===== src/rtl/fetch_unit.sv =====
// Fetch unit: I-cache lookup, AHB word refill on miss, FQ_DEPTH-entry fetch queue. A hit pushes two cycles after IDLE.
// One fetch in flight; a fetch starts only when the queue has room, so stall holds the head and throttles fetches.
module fetch_unit #(
  parameter int                ADDR_W   = 32,
  parameter logic [ADDR_W-1:0] RESET_PC = 32'h0000_0000,
  parameter int                FQ_DEPTH = 4
) (
  input  logic              clk,
  input  logic              reset,
  input  logic              fetch_enable,
  input  logic              redirect_valid,
  input  logic [ADDR_W-1:0] redirect_pc,
  output logic              ic_req,
  output logic [ADDR_W-1:0] ic_addr,
  input  logic              ic_ready,
  input  logic              ic_hit,
  input  logic [31:0]       ic_rdata,
  output logic [ADDR_W-1:0] HADDR,
  output logic [1:0]        HTRANS,
  output logic              HWRITE,
  output logic [2:0]        HSIZE,
  input  logic              HREADY,
  input  logic [31:0]       HRDATA,
  input  logic              HRESP,
  input  logic              stall,
  output logic              out_valid,
  output logic [ADDR_W-1:0] out_pc,
  output logic [31:0]       out_instr,
  output logic              out_fault
);

  localparam int PTR_W = (FQ_DEPTH > 1) ? $clog2(FQ_DEPTH) : 1;
  localparam int CNT_W = PTR_W + 1;

  localparam logic [1:0]        HTRANS_IDLE   = 2'b00;
  localparam logic [1:0]        HTRANS_NONSEQ = 2'b10;
  localparam logic [ADDR_W-1:0] RESET_FETCH   = {RESET_PC[ADDR_W-1:2], 2'b00};

  typedef enum logic [1:0] {
    S_IDLE   = 2'd0,
    S_LOOKUP = 2'd1,
    S_ADDR   = 2'd2,
    S_DATA   = 2'd3
  } state_t;

  typedef struct packed {
    logic [ADDR_W-1:0] pc;
    logic [31:0]       instr;
    logic              fault;
  } fq_entry_t;

  state_t            r_state;
  state_t            w_next_state;
  logic [ADDR_W-1:0] r_fetch_pc;
  logic [ADDR_W-1:0] r_haddr;
  logic              r_drop;

  fq_entry_t         r_fq [FQ_DEPTH];
  logic [PTR_W-1:0]  r_head;
  logic [PTR_W-1:0]  r_tail;
  logic [CNT_W-1:0]  r_count;

  logic              w_push;
  logic              w_pop;
  logic              w_fq_full;
  logic              w_start_ahb;
  fq_entry_t         w_push_entry;
  fq_entry_t         w_head;
  logic              w_unused_redirect_lsbs;

  assign w_fq_full              = (r_count >= CNT_W'(FQ_DEPTH));
  assign w_unused_redirect_lsbs = ^redirect_pc[1:0];

  // Redirect outranks every push: a completing fetch in the redirect cycle is dropped.
  always_comb begin
    w_next_state = r_state;
    w_push       = 1'b0;
    w_push_entry = '{pc: r_fetch_pc, instr: ic_rdata, fault: 1'b0};
    case (r_state)
      S_IDLE: begin
        if (fetch_enable && !w_fq_full) begin
          w_next_state = S_LOOKUP;
        end
      end
      S_LOOKUP: begin
        if (redirect_valid) begin
          w_next_state = S_IDLE;
        end else if (ic_ready) begin
          if (ic_hit) begin
            w_push       = 1'b1;
            w_next_state = S_IDLE;
          end else begin
            w_next_state = S_ADDR;
          end
        end
      end
      S_ADDR: begin
        if (HREADY) begin
          w_next_state = S_DATA;
        end
      end
      S_DATA: begin
        if (HREADY) begin
          w_next_state       = S_IDLE;
          w_push             = !r_drop && !redirect_valid;
          w_push_entry.instr = HRDATA;
          w_push_entry.fault = HRESP;
        end
      end
      default: begin
        w_next_state = S_IDLE;
      end
    endcase
  end

  assign w_start_ahb = (r_state == S_LOOKUP) && (w_next_state == S_ADDR);

  always_ff @(posedge clk or posedge reset) begin
    if (reset) begin
      r_state    <= S_IDLE;
      r_fetch_pc <= RESET_FETCH;
      r_haddr    <= '0;
      r_drop     <= 1'b0;
    end else begin
      r_state <= w_next_state;
      if (redirect_valid) begin
        r_fetch_pc <= {redirect_pc[ADDR_W-1:2], 2'b00};
      end else if (w_push) begin
        r_fetch_pc <= r_fetch_pc + ADDR_W'(4);
      end
      // HADDR is captured once per transfer so a redirect cannot disturb the address phase.
      if (w_start_ahb) begin
        r_haddr <= r_fetch_pc;
      end
      if (w_next_state == S_IDLE) begin
        r_drop <= 1'b0;
      end else if (redirect_valid && ((r_state == S_ADDR) || (r_state == S_DATA))) begin
        r_drop <= 1'b1;
      end
    end
  end

  always_ff @(posedge clk) begin
    if (w_push) begin
      r_fq[r_tail] <= w_push_entry;
    end
  end

  assign w_pop = out_valid && !stall && !redirect_valid;

  always_ff @(posedge clk or posedge reset) begin
    if (reset) begin
      r_head  <= '0;
      r_tail  <= '0;
      r_count <= '0;
    end else if (redirect_valid) begin
      r_head  <= r_tail;
      r_count <= '0;
    end else begin
      if (w_push) begin
        r_tail <= r_tail + PTR_W'(1);
      end
      if (w_pop) begin
        r_head <= r_head + PTR_W'(1);
      end
      r_count <= r_count + CNT_W'(w_push) - CNT_W'(w_pop);
    end
  end

  assign w_head    = r_fq[r_head];
  assign out_valid = (r_count != '0);
  assign out_pc    = out_valid ? w_head.pc    : '0;
  assign out_instr = out_valid ? w_head.instr : '0;
  assign out_fault = out_valid ? w_head.fault : 1'b0;

  assign ic_req  = (r_state == S_LOOKUP);
  assign ic_addr = r_fetch_pc;
  assign HADDR   = r_haddr;
  assign HTRANS  = (r_state == S_ADDR) ? HTRANS_NONSEQ : HTRANS_IDLE;
  assign HWRITE  = 1'b0;
  assign HSIZE   = 3'b010;

endmodule

===== config.mk =====
export PLATFORM = sky130hd
export DESIGN_NAME = fetch_unit
export DESIGN_NICKNAME = d
export VERILOG_FILES = /design/src/rtl/fetch_unit.sv
export SDC_FILE = /design/constraint.sdc
export NUM_CORES = 1
export LEC_CHECK = 0
export ABC_AREA = 1
export CAP_MARGIN = 20
export CORE_UTILIZATION = 55
export CTS_CLUSTER_DIAMETER = 60
export DETAILED_ROUTE_END_ITERATION = 8
export PLACE_DENSITY = 0.86
export SYNTH_ARGS = -nofsm -noshare
export SYNTH_HDL_FRONTEND = slang
export SYNTH_SLANG_ARGS = --single-unit

===== constraint.sdc =====
create_clock -name clk -period 9.5 [get_ports clk]
set_input_delay 0.95 -clock clk [delete_from_list [all_inputs] [get_ports clk]]
set_output_delay 0.95 -clock clk [all_outputs]
set_load 0.1 [all_outputs]

==> results of run 1 <==
[cell type report]
| type | instances | area (um^2) |
|---|---|---|
| Sequential cell | 322 | 9320 |
| Clock inverter | 19 | 184 |
| Timing Repair Buffer | 240 | 2370 |
| Fill cell | 1805 | 7840 |
| Clock buffer | 37 | 820 |
| Inverter | 62 | 234 |
| Tap cell | 330 | 413 |
| Multi-Input combinational cell | 924 | 4140 |
[through the flow]
step	util [%]	std cells	hold slack (ns)	worst slack, ns
2_1_floorplan	-	1418	0.477	4.91
3_3_place_gp	65.1	1878	0.468	4.70
3_5_place_dp	65.1	1878	0.477	4.61
4_1_cts	69.1	1934	0.494	4.25
5_1_grt	69.1	1934	0.514	4.03
6_report	69.1	1934	0.491	4.27
[routing by layer]
| layer | GRT usage, % | vias up | wire length (um) |
|---|---|---|---|
| li1 | - | 5003 | - |
| met1 | 32.9 | 4961 | 13700 |
| met2 | 44.2 | 481 | 16800 |
| met3 | 3.44 | 73 | 2470 |
| met4 | 9.01 | 0 | 893 |
| met5 | 0 | - | 0 |
[path summary, 6_finish.rpt]
kind                                       start               endpoint  slack (ns)  cells after the start
max reg2reg                 r_state[1]$_DFF_PP0_   r_fq[2][0]$_DFFE_PP_        5.60                      7
min                        HADDR[20]$_DFFE_PP0P_  HADDR[20]$_DFFE_PP0P_        0.49                      2
min in group asynchronous                  reset  HADDR[17]$_DFFE_PP0P_        0.96                      3
max                        r_head[0]$_DFFE_PP0P_             out_pc[12]        4.27                      5
min reg2reg                HADDR[20]$_DFFE_PP0P_  HADDR[20]$_DFFE_PP0P_        0.49                      2
max in group asynchronous                  reset  r_head[0]$_DFFE_PP0P_        7.80                      3
[cells in the mapped netlist]
library cell  count  area [um^2]
nor2_4            3         33.8
o21ai_0         162          811
clkbuf_1         29          109
o211ai_1          9         67.6
and2_1            1         6.26
a21oi_2           1         8.76
or2_2             1         6.26
dfrtp_1          70         1750
and3_1            1         6.26
nand3b_1          1         7.51
ha_1              7         87.6
buf_1             8         30.0
edfxtp_1        252         7570
nand4_1           1         6.26
nor3_1            1         5.00
nand2_2           5         31.3
a21oi_1          76          380
inv_1            57          214
nand3_2           2         20.0
o211ai_2          1         12.5
nand3_1          29          145
o21ai_1           5         25.0
a22oi_1           9         67.6
fa_1              1         20.0
nor2_2            7         43.8
buf_2            27          135
nand2_1         267         1000
buf_4            44          330
buf_6             2         22.5
conb_1            2         7.51
nor2_1          312         1170
xor2_1           10         87.6
inv_2             5         18.8
nand2_4           1         11.3
[sequential cells by signal, indices dropped and copies added (netlist names)]
signal	flops
HADDR	30
ic_addr	30
r_count	3
r_drop	1
r_fq	252
r_head	2
r_state	2
r_tail	2
[cells by family after synthesis]
family	Yosys count	share of synthesized area [%]
fa+ha+maj	8	0.755
other cells	2	0.0527
xor+xnor	10	0.615
simple gates	632	17.5
flops	322	65.4
buf+inv	172	6.03
compound gates	263	9.63
[worst max-delay path, delay by kind of cell, from the launching register on]
family	cells	cell delay (ns)
buffers and inverters	3	2.45
flip-flops	1	0.84
AO/OA/AOI/OAI	2	0.40
==> metrics.cfg, run 1 <==
[status]
outcome=complete, no violations

[run]
maxCapViolCount=0

[clock_tree]
insertion_delay_ns=0.55
cts_inserted_buffers=30
cts_num_sinks=322
clock-root-buffer=clkbuf_16
cts_tree=yes
clk_pin_slew_ns=0.07
cts_max_level=1
ctsResizeCount=0
cts_setup_buffers=0
ctsHoldBuffers=0
cts_buffer_depth=3

[critical_path]
cp_max_fo=65
slowest_stage=clkdlybuf4s50_1
required_ns=8.55
cpPeakStageDelay_ns=1.02
endpoint_kind=output pin
crit_type=reg -> out
start_kind=register
path_cells=clkinv_2 > buf_4 > o21ai_0 > a21oi_1 > clkdlybuf4s50_1
worstPathArrival_ns=4.28

[sta]
tns_ns=0
skew_ns=0.0152
hold_viol_final=0
rsz0062_at_grt=no
maxSlewHeadroom_pct=27.8
drv_slew=0
period_needed_ns=5.23
max_freq_ghz=0.191
finalCritPeriodShare_pct=55.1
setup_viol=0
worstMarginPinSlew_ns=1.08

[global_route]
grt_antenna_before_repair=0
overflow=0
grt_pass1_wl_mm=52.7
grt_usage_pct=25.5
grt_max_degree=75
first_global_vias=10300

[die]
start_util_pct=56.3
core_um2=25300
die-area_um2=26600
ios=242
dieWidth_um=163
rows=58
die_y_um=163

[drt]
ant_nets=0
wl_per_cell_um=17.5
drc=0
drt_wl_total_mm=33.9
drt_pass1_iterations=6
vias_per_cell=5.44
drtIter0Drc=938
vias=10500

[layout]
final_common_cell=nor2_1
fin_nets=1693
layout_common_cells=308 x nor2_1, 267 x nand2_1, 252 x edfxtp_1
synthToLayoutAreaGrowth_pct=22.7
drive_above_1_share_pct=5.92
design_area_um2=17500
antenna_cells=0

[yosys]
synthCells=1409
synth_cell_types=34
ys_seq_elements=322
syn_avg_cell_area_um2=10.1
yosys_warnings=0
netlist_area_um2=14200
yosysSeqAreaShare_pct=65.4

[min_path]
hold_class=reg -> reg

[placed_design]
gp_congestion=0.882
detailed_place_hpwl_mm=20.1
placed_area_um2=16500
portBuffers=228

Power of run 1 is left out: the tool's default activity adds up to more than one toggle a clock period on the data nets, which glitch-free logic cannot reach.
==> run 2, diff against run 1 <==
- CORE_UTILIZATION: 55 -> 53
- PLACE_DENSITY: 0.86 -> 0.84
- clock period: 9.5 -> 5 ns (I/O delays scaled with it)
==> run 2 against run 1 <==
  * The run now ends with design-rule violations left
  * Final cell count rose by 0.72%
  * Global-route usage shrank 0.55 points
  * Largest cell class unchanged
  * Setup slack got worse by 3.7 ns
==> metrics.cfg, run 2 (synthesized netlist as in run 1, its figures left out) <==
[critical_path]
worstPathArrival_ns=3.93
cp_max_fo=40
path_cells=inv_2 > nor2_1 > o21ai_0 > a21oi_1 > clkdlybuf4s50_1
slowest_stage=clkdlybuf4s50_1
required_ns=4.50
endpoint_kind=output pin
cpPeakStageDelay_ns=1.17
critPathTopFamily=buffers and inverters
start_kind=register
crit_type=reg -> out
crit_buf_inv=2

[global_route]
grt_usage_pct=24.9
overflow=0
met3_usage_pct=3.77
grt_use_met1_pct=32.1
grt_max_degree=63
met2_usage_pct=43.3
busiest_layer=met2
grt_antenna_before_repair=0
first_global_vias=10500
grt_pass1_wl_mm=54.1

[drt]
drt_wl_total_mm=34.4
drtIter0Drc=845
ant_nets=0
vias=10600
wl_per_cell_um=17.6
drt_pass1_iterations=7
vias_per_cell=5.42
drc=16

[layout]
antenna_cells=0
drive_above_1_share_pct=9.05
final_common_cell=nor2_1
nFillCells=1910
top_register=r_fq
synthToLayoutAreaGrowth_pct=23.2
fin_nets=1702
largest_reg_flops=252
layout_common_cells=308 x nor2_1, 267 x nand2_1, 252 x edfxtp_1

[sta]
drv_slew=0
tns_ns=0
rsz0062_at_grt=no
worstMarginPinSlew_ns=1.05
max_freq_ghz=0.226
finalCritPeriodShare_pct=88.6
skew_ns=0.0134
maxSlewHeadroom_pct=29.6
period_needed_ns=4.43
setup_viol=0
hold_viol_final=0
timing.hold.ws_ns=0.265

[clock_tree]
cts_inserted_buffers=31
clk_pin_slew_ns=0.06
ctsResizeCount=0
clock-root-buffer=clkbuf_16
cts_max_level=1
cts_tree=yes
cts_num_sinks=322
ctsHoldBuffers=0
cts_setup_buffers=0
cts_buffer_depth=3
insertion_delay_ns=0.56

[placed_design]
portBuffers=228
gp_congestion=0.871
detailed_place_hpwl_mm=21.3

[die]
dieWidth_um=166
rows=59
core_um2=26200
ios=242
die_y_um=166
die-area_um2=27500
start_util_pct=54.4

[status]
failed_checks=design-rule violations
outcome=complete, but fails checks

[run]
maxCapViolCount=0

[min_path]
hold_class=in -> async

## run 2: changes by cell type in the layout (fill, tap and decap cells not counted), sizes merged
cell,change
buf,+52
bufinv,+2
clkbuf,+10
clkdlybuf4s50,-44
clkinv,-7
clkinvlp,-2
inv,-2
## run 2: worst paths after layout
| check | startpoint | to | slack, ns | cells past startpoint |
|---|---|---|---|---|
| setup / recovery | r_head[1]$_DFFE_PP0P_ | out_instr[14] | 0.57 | 5 |
| hold / removal | reset | HADDR[18]$_DFFE_PP0P_ | 0.27 | 2 |
| setup reg to reg | r_state[1]$_DFF_PP0_ | r_fq[3][4]$_DFFE_PP_ | 1.78 | 8 |
| hold reg to reg | HADDR[18]$_DFFE_PP0P_ | HADDR[18]$_DFFE_PP0P_ | 0.49 | 2 |
| max in group asynchronous | reset | r_head[0]$_DFFE_PP0P_ | 3.84 | 4 |
| min in group clk | HADDR[18]$_DFFE_PP0P_ | HADDR[18]$_DFFE_PP0P_ | 0.49 | 2 |
## run 2: per-stage QoR
step	setup slack, ns	std cells	utilization (%)	cell area, um^2
2_1_floorplan	0.568	1418	-	14300
3_3_place_gp	1.26	1889	62.7	16400
3_5_place_dp	1.22	1889	62.7	16400
4_1_cts	0.592	1946	66.9	17500
5_1_grt	0.345	1948	67.0	17600
6_report	0.572	1948	67.0	17600
## run 2: layout make-up
cell class | instances | area, um^2 | area share, %
Clock buffer | 47 | 906 | 5.16
Sequential cell | 322 | 9320 | 53.1
Timing Repair Buffer | 248 | 2350 | 13.4
Tap cell | 335 | 419 | 2.39
Inverter | 62 | 234 | 1.33
Multi-Input combinational cell | 924 | 4140 | 23.6
Clock inverter | 10 | 178 | 1.01
## run 2: routing by layer
metal / wire length, um / vias to the layer above
met1: 13700 / 5066
met5: 0 / -
met2: 17300 / 429
met4: 685 / 0
met3: 2760 / 45
li1: - / 5025
## run 2: worst register-to-register path, stage by stage (launching register included)
cell,delay (ns)
dfrtp_1,0.48
nand2_2,0.11
nor2_4,0.08
buf_4,0.37
nand3_2,0.15
nand2_4,0.33
inv_1,0.29
nor2_4,0.69
buf_12,0.36
Power of run 2 is left out for the same reason.
